$ cat src/rtl/fifo_pkg.sv
// Shared sizing constants and types for the RAM-backed first-word-fall-through FIFO.
package fifo_pkg;

    localparam int occ_width          = 2;
    localparam int default_addr_width = 8;

    typedef logic [occ_width-1:0]            occ_t;
    typedef logic [default_addr_width+1:0]   level_t;

endpackage

$ cat src/rtl/dpram.sv
// True dual-port RAM with registered read data on both ports; q outputs float to
// disable_value while the port is deselected.
module dpram #(
    parameter int    addr_width    = 8,
    parameter int    data_width    = 16,
    parameter bit    disable_value = 1'b0,
    parameter string mem_init_file = " "
) (
    input  logic                  clock,
    input  logic [addr_width-1:0] address_a,
    input  logic [addr_width-1:0] address_b,
    input  logic [data_width-1:0] data_a,
    input  logic [data_width-1:0] data_b,
    input  logic                  wren_a,
    input  logic                  wren_b,
    input  logic                  enable_a,
    input  logic                  enable_b,
    input  logic                  cs_a,
    input  logic                  cs_b,
    output logic [data_width-1:0] q_a,
    output logic [data_width-1:0] q_b
);

    logic [data_width-1:0] mem [0:(1<<addr_width)-1];
    logic [data_width-1:0] q_a_reg;
    logic [data_width-1:0] q_b_reg;

    // A named init file is loaded by the vendor macro flow; this model starts undefined.
    if (mem_init_file != " ") begin : g_preload
    end

    // NOTE: the storage array has no reset; RAM macros cannot be cleared in one cycle,
    // so the controller guarantees no location is read before it is written.
    always_ff @(posedge clock) begin
        if (enable_a && cs_a) begin
            if (wren_a) mem[address_a] <= data_a;
            q_a_reg <= mem[address_a];
        end
        if (enable_b && cs_b) begin
            if (wren_b) mem[address_b] <= data_b;
            q_b_reg <= mem[address_b];
        end
    end

    assign q_a = cs_a ? q_a_reg : {data_width{disable_value}};
    assign q_b = cs_b ? q_b_reg : {data_width{disable_value}};

endmodule

$ cat src/rtl/dpram_fifo.sv
// FWFT FIFO on a dual-port RAM: port A writes, port B prefetches into a two-entry
// output stage (head + skid) so one word can be popped every cycle.
module dpram_fifo
    import fifo_pkg::*;
#(
    parameter int addr_width = 8,
    parameter int data_width = 16
) (
    input  logic                  clock,
    input  logic                  reset,
    input  logic                  clear,
    input  logic                  wr_en,
    input  logic [data_width-1:0] wr_data,
    output logic                  full,
    input  logic                  rd_en,
    output logic [data_width-1:0] rd_data,
    output logic                  rd_valid,
    output logic [addr_width+1:0] level,
    output logic                  overflow,
    output logic                  underflow
);

    localparam int depth = 1 << addr_width;

    typedef logic [addr_width-1:0] ptr_t;
    typedef logic [addr_width:0]   cnt_t;

    ptr_t                  wptr;
    ptr_t                  rptr;
    cnt_t                  ram_cnt;
    logic                  inflight;
    occ_t                  occ;
    logic [data_width-1:0] head;
    logic [data_width-1:0] skid;
    logic [data_width-1:0] q_b;
    logic [data_width-1:0] unused_q_a;

    logic                  push;
    logic                  pop;
    logic                  fetch;
    occ_t                  occ_after_pop;
    logic [2:0]            stage_after_pop;

    assign full     = (ram_cnt == cnt_t'(depth));
    assign rd_valid = (occ != '0);
    assign rd_data  = head;

    // clear wins over same-cycle traffic, so it also keeps the RAM ports idle.
    assign push  = wr_en & ~full & ~clear;
    assign pop   = rd_en & rd_valid & ~clear;

    assign occ_after_pop   = occ - occ_t'(pop);
    assign stage_after_pop = {1'b0, occ_after_pop} + {2'b0, inflight};
    assign fetch           = (ram_cnt != '0) & (stage_after_pop < 3'd2) & ~clear;

    assign level = {1'b0, ram_cnt}
                 + {{(addr_width+1){1'b0}}, inflight}
                 + {{addr_width{1'b0}}, occ};

    // NOTE: every state register here is assigned with <= so all updates in this
    // block see the pre-edge values, independent of statement order.
    always_ff @(posedge clock or posedge reset) begin
        if (reset) begin
            wptr      <= '0;
            rptr      <= '0;
            ram_cnt   <= '0;
            inflight  <= 1'b0;
            occ       <= '0;
            head      <= '0;
            skid      <= '0;
            overflow  <= 1'b0;
            underflow <= 1'b0;
        end else if (clear) begin
            wptr     <= '0;
            rptr     <= '0;
            ram_cnt  <= '0;
            inflight <= 1'b0;
            occ      <= '0;
            head     <= '0;
            skid     <= '0;
        end else begin
            if (wr_en && full)      overflow  <= 1'b1;
            if (rd_en && !rd_valid) underflow <= 1'b1;

            if (push)  wptr <= wptr + ptr_t'(1);
            if (fetch) rptr <= rptr + ptr_t'(1);

            ram_cnt  <= ram_cnt + cnt_t'(push) - cnt_t'(fetch);
            inflight <= fetch;
            occ      <= stage_after_pop[1:0];

            if (pop && occ == occ_t'(2)) head <= skid;

            // Landing goes to the first slot left free after this cycle's pop.
            if (inflight) begin
                if (occ_after_pop == '0) head <= q_b;
                else                     skid <= q_b;
            end
        end
    end

    dpram #(
        .addr_width    (addr_width),
        .data_width    (data_width),
        .disable_value (1'b1),
        .mem_init_file (" ")
    ) u_dpram (
        .clock     (clock),
        .address_a (wptr),
        .address_b (rptr),
        .data_a    (wr_data),
        .data_b    ('0),
        .wren_a    (push),
        .wren_b    (1'b0),
        .enable_a  (push),
        .enable_b  (fetch),
        .cs_a      (1'b1),
        .cs_b      (1'b1),
        .q_a       (unused_q_a),
        .q_b       (q_b)
    );

endmodule

$ cat config.mk
export PLATFORM = sky130hd
export DESIGN_NAME = dpram_fifo
export DESIGN_NICKNAME = d
export VERILOG_FILES = /design/src/rtl/fifo_pkg.sv /design/src/rtl/dpram.sv /design/src/rtl/dpram_fifo.sv
export SDC_FILE = /design/constraint.sdc
export NUM_CORES = 2
export LEC_CHECK = 0
export CAP_MARGIN = 20
export CELL_PAD_IN_SITES_DETAIL_PLACEMENT = 0
export CELL_PAD_IN_SITES_GLOBAL_PLACEMENT = 1
export CORE_UTILIZATION = 45
export CTS_BUF_LIST = sky130_fd_sc_hd__clkbuf_2
export DETAILED_ROUTE_END_ITERATION = 12
export PLACE_DENSITY_LB_ADDON = 0.1
export SLEW_MARGIN = 20
export SYNTH_ARGS = -nofsm -noshare
export SYNTH_HDL_FRONTEND = slang
export SYNTH_HIERARCHICAL = 1
export SYNTH_SLANG_ARGS = --single-unit
$ cat constraint.sdc
create_clock -name clock -period 4.7 [get_ports clock]
set_input_delay 0.94 -clock clock [delete_from_list [all_inputs] [get_ports clock]]
set_output_delay 0.94 -clock clock [all_outputs]
set_load 0.05 [all_outputs]
==> metrics.log <==
INFO  metric syn-cell-area = around 210000 um^2
INFO  metric cp.depth = 7
INFO  metric die_y = 691 um
INFO  metric first_global_vias = between 100k and 150k
INFO  metric clock.fmax = 204 MHz
INFO  metric grt_remaining_overflow = 0
INFO  metric start_util = 45.3%
INFO  metric slowest_stage = sky130_fd_sc_hd__dfrtp_1
INFO  metric ctsRootBufferMaster = sky130_fd_sc_hd__clkbuf_2
INFO  metric maxSlewViolCount = 436
INFO  metric synthesis.yosys.warnings = 6
INFO  metric postRouteAntennaNets = 0
INFO  metric critical-path-top-delay-family = adder cells
INFO  metric unrepaired_setup_endpoints_after_global_routing = true
INFO  metric clock_share_of_power = 27.7%
INFO  metric power.sequential.fraction = 44.7%
INFO  metric dpl.cell_count = 18.1k
INFO  metric worstReg2RegStart = occ[1]
INFO  metric critical_path_buf_inv_count = 3
INFO  metric wl_per_cell = about 40 um
INFO  metric drive_above_1_share = 55.9%
INFO  metric layout_commonest_cell = sky130_fd_sc_hd__edfxtp_1
INFO  metric finalNonFillerCells = 20.2k
INFO  metric setup_viol = 9
INFO  metric dp_worst_setup_slack = -0.0319 ns
INFO  metric startpoint_type = flip-flop
INFO  metric row_count = 252
INFO  metric final_critical_path_setup_slack = -0.201 ns
INFO  metric power-per-cell-area = a little under 400 nW/um^2
INFO  metric floorplan.die_area = 478000 um^2
INFO  metric slowest_delay = 0.40 ns
INFO  metric run_status = complete, but fails checks
INFO  metric gp_congestion = 0.900
INFO  metric internal_power = 61.6 mW
INFO  metric final.setup.tns = -1.31 ns
INFO  metric num_io_pins = 51
INFO  metric data_arrival_at_the_endpoint_of_the_critical_path = 3.96 ns
INFO  metric clk_path_buf_depth = 5
INFO  metric synthCells = roughly 13k
INFO  metric clock_latency = between 2 and 2.5 ns
INFO  metric grt_pass1_wl = 1090000 um
INFO  metric number_of_iterations_in_the_first_detailed_routing_pass = 6
INFO  metric share_comb_of_total_power = roughly 28%
INFO  metric hold_path.class = primary input to flip-flop
INFO  metric wirelength = 805000 um
INFO  metric cp_data_required_time = 3.76 ns
INFO  metric max-slew-margin-rel = -216%
INFO  metric path_depth_of_the_worst_reg2reg_path = 20
INFO  metric die_width = 691 um
INFO  metric dp.final_hpwl = 443000 um
INFO  metric final_min_period_over_clock_period = 104%
INFO  metric antenna_found_initial = between 70 and 80
INFO  metric finalHoldViolCount = 0
INFO  metric p_sw = between 30 and 40 mW
INFO  metric worst_setup_hold_path_clk_slew = 0.10 ns
INFO  metric fillCellCount = approximately 40k
INFO  metric worstSetupEndpointType = output pin
INFO  metric p_leak = approximately 76 nW
INFO  metric worst_hold_path_depth = 4
INFO  metric worst_hold_startpoint = rd_en
INFO  metric post-route-drc-count = 0
INFO  metric critPathMaxFanout = 4
INFO  metric cts_max_level = 7
INFO  metric drv.max_cap_violation_count = 0
INFO  metric fin_area = 233000 um^2
INFO  metric timing_worst_slew_pin_value = around 4.7 ns
INFO  metric nNetsFinal = 13.2k
INFO  metric clock_sinks = 4174
INFO  metric switching_share = 33.6%
INFO  metric critical_path.cell_chain = inv_2 -> fa_2 -> inv_2 -> fa_2 -> nand4_1 -> xnor2_1 -> buf_4
INFO  metric r2r_end = ram_cnt[8]
INFO  metric layout.core_utilization = between 40% and 50%
INFO  metric totalPowerFinal = between 90 and 100 mW
INFO  metric commonest_cells_after_routing_fill_and_taps_aside = sky130_fd_sc_hd__edfxtp_1 (4112), sky130_fd_sc_hd__mux2_2 (3726), sky130_fd_sc_hd__clkbuf_2 (1738), sky130_fd_sc_hd__mux4_2 (1024), sky130_fd_sc_hd__buf_4 (573)
INFO  metric vias = between 100k and 150k
INFO  metric largest_register_ff_count = 4096
INFO  metric failed_checks = slew limit, setup timing
INFO  metric route.detailed.vias_per_inst = roughly 6.6
INFO  metric final.min_clock_period = 4.90 ns
INFO  metric grt_start_max_net_pins = between 100 and 150
INFO  metric detail_route.iter0.violations = 17.9k
INFO  metric area_growth = 9.01%
INFO  metric global_route.usage.total = 33.2%
INFO  metric numPortBuffers = 50
INFO  metric critical_path_class = flip-flop to output pin
INFO  metric placeableCoreArea = approximately 470000 um^2
INFO  metric clock-skew-final = 0.199 ns
INFO  metric regToRegSetupSlack = 0.17 ns
INFO  metric final.hold.worst_slack = roughly 0.38 ns
INFO  metric placed_area = about 220000 um^2
INFO  metric tritoncts_clock_tree = yes
INFO  metric hold_end = underflow
INFO  metric syn_area_per_cell = 16.8 um^2
INFO  metric registers.top_by_ff_count = u_dpram/mem
INFO  metric numCtsBuffers = 1220
INFO  metric vdd.ir_drop.worst = about 350 uV
## metal layers
layer	global-route usage (%)	up-vias	part of all wire, %
met5	0	-	0.016
met4	17.0	18	5.1
met3	9.41	1617	10
met2	51.2	8464	46
met1	42.8	70329	38
li1	-	52514	-
## cell type report
cell class                 count  area, um^2  area share, %
multi-input combinational   6935       82800           35.5
antenna                       77         193         0.0826
tap                         6223        7790           3.34
timing repair buffer         790        7750           3.33
clock buffer                1738        8700           3.73
sequential                  4174      125000           53.6
clock inverter               193         787          0.338
inverter                      26         103         0.0440
## power groups by stage
stage | Combinational (mW) | Clock (mW) | Sequential [mW]
global route | 26.4 | 28.2 | 41.5
finish | 25.6 | 25.7 | 41.4
floorplan | 15.7 | 0 | 42.3
detailed placement | 24.3 | 0 | 42.3
CTS | 24.5 | 26.4 | 41.4
global placement | 24.1 | 0 | 42.3
## how the worst max path moves through the flow
stage,startpoint,to,slack [ns]
2_1_floorplan,clear,ram_cnt[8],0.46
3_3_place_gp,rd_en,ram_cnt[8],-0.18
3_5_place_dp,rd_en,ram_cnt[8],-0.03
4_1_cts,ram_cnt[0],level[7],-0.64
5_1_grt,ram_cnt[0],level[7],-0.56
6_report,occ[0],level[8],-0.20
## worst reg2reg max path, cell delays in order (launching register included)
cell,delay (ns)
sky130_fd_sc_hd__dfrtp_1,0.40
sky130_fd_sc_hd__buf_4,0.14
sky130_fd_sc_hd__nor2_2,0.11
sky130_fd_sc_hd__inv_1,0.07
sky130_fd_sc_hd__and3_1,0.17
sky130_fd_sc_hd__dlygate4sd3_1,0.56
sky130_fd_sc_hd__ha_1,0.34
sky130_fd_sc_hd__inv_1,0.09
sky130_fd_sc_hd__ha_1,0.15
sky130_fd_sc_hd__inv_1,0.05
sky130_fd_sc_hd__ha_1,0.24
sky130_fd_sc_hd__o31ai_4,0.08
sky130_fd_sc_hd__nor2_1,0.08
sky130_fd_sc_hd__ha_1,0.32
sky130_fd_sc_hd__inv_1,0.04
sky130_fd_sc_hd__ha_1,0.20
sky130_fd_sc_hd__fa_1,0.44
sky130_fd_sc_hd__a211o_1,0.33
sky130_fd_sc_hd__a31oi_2,0.21
sky130_fd_sc_hd__o31a_1,0.15
sky130_fd_sc_hd__mux2_1,0.32
## what timing repair did
item | in CTS | in global routing
hold buffers | 79 | 0
gates resized for setup | 114 | 16
pin swaps | 9 | 12
buffers inserted | 13 | 3
endpoints found under the hold margin | 4236 | 0
endpoints found under the setup margin | 30 | 13
Power figures use the tool's default switching activity.
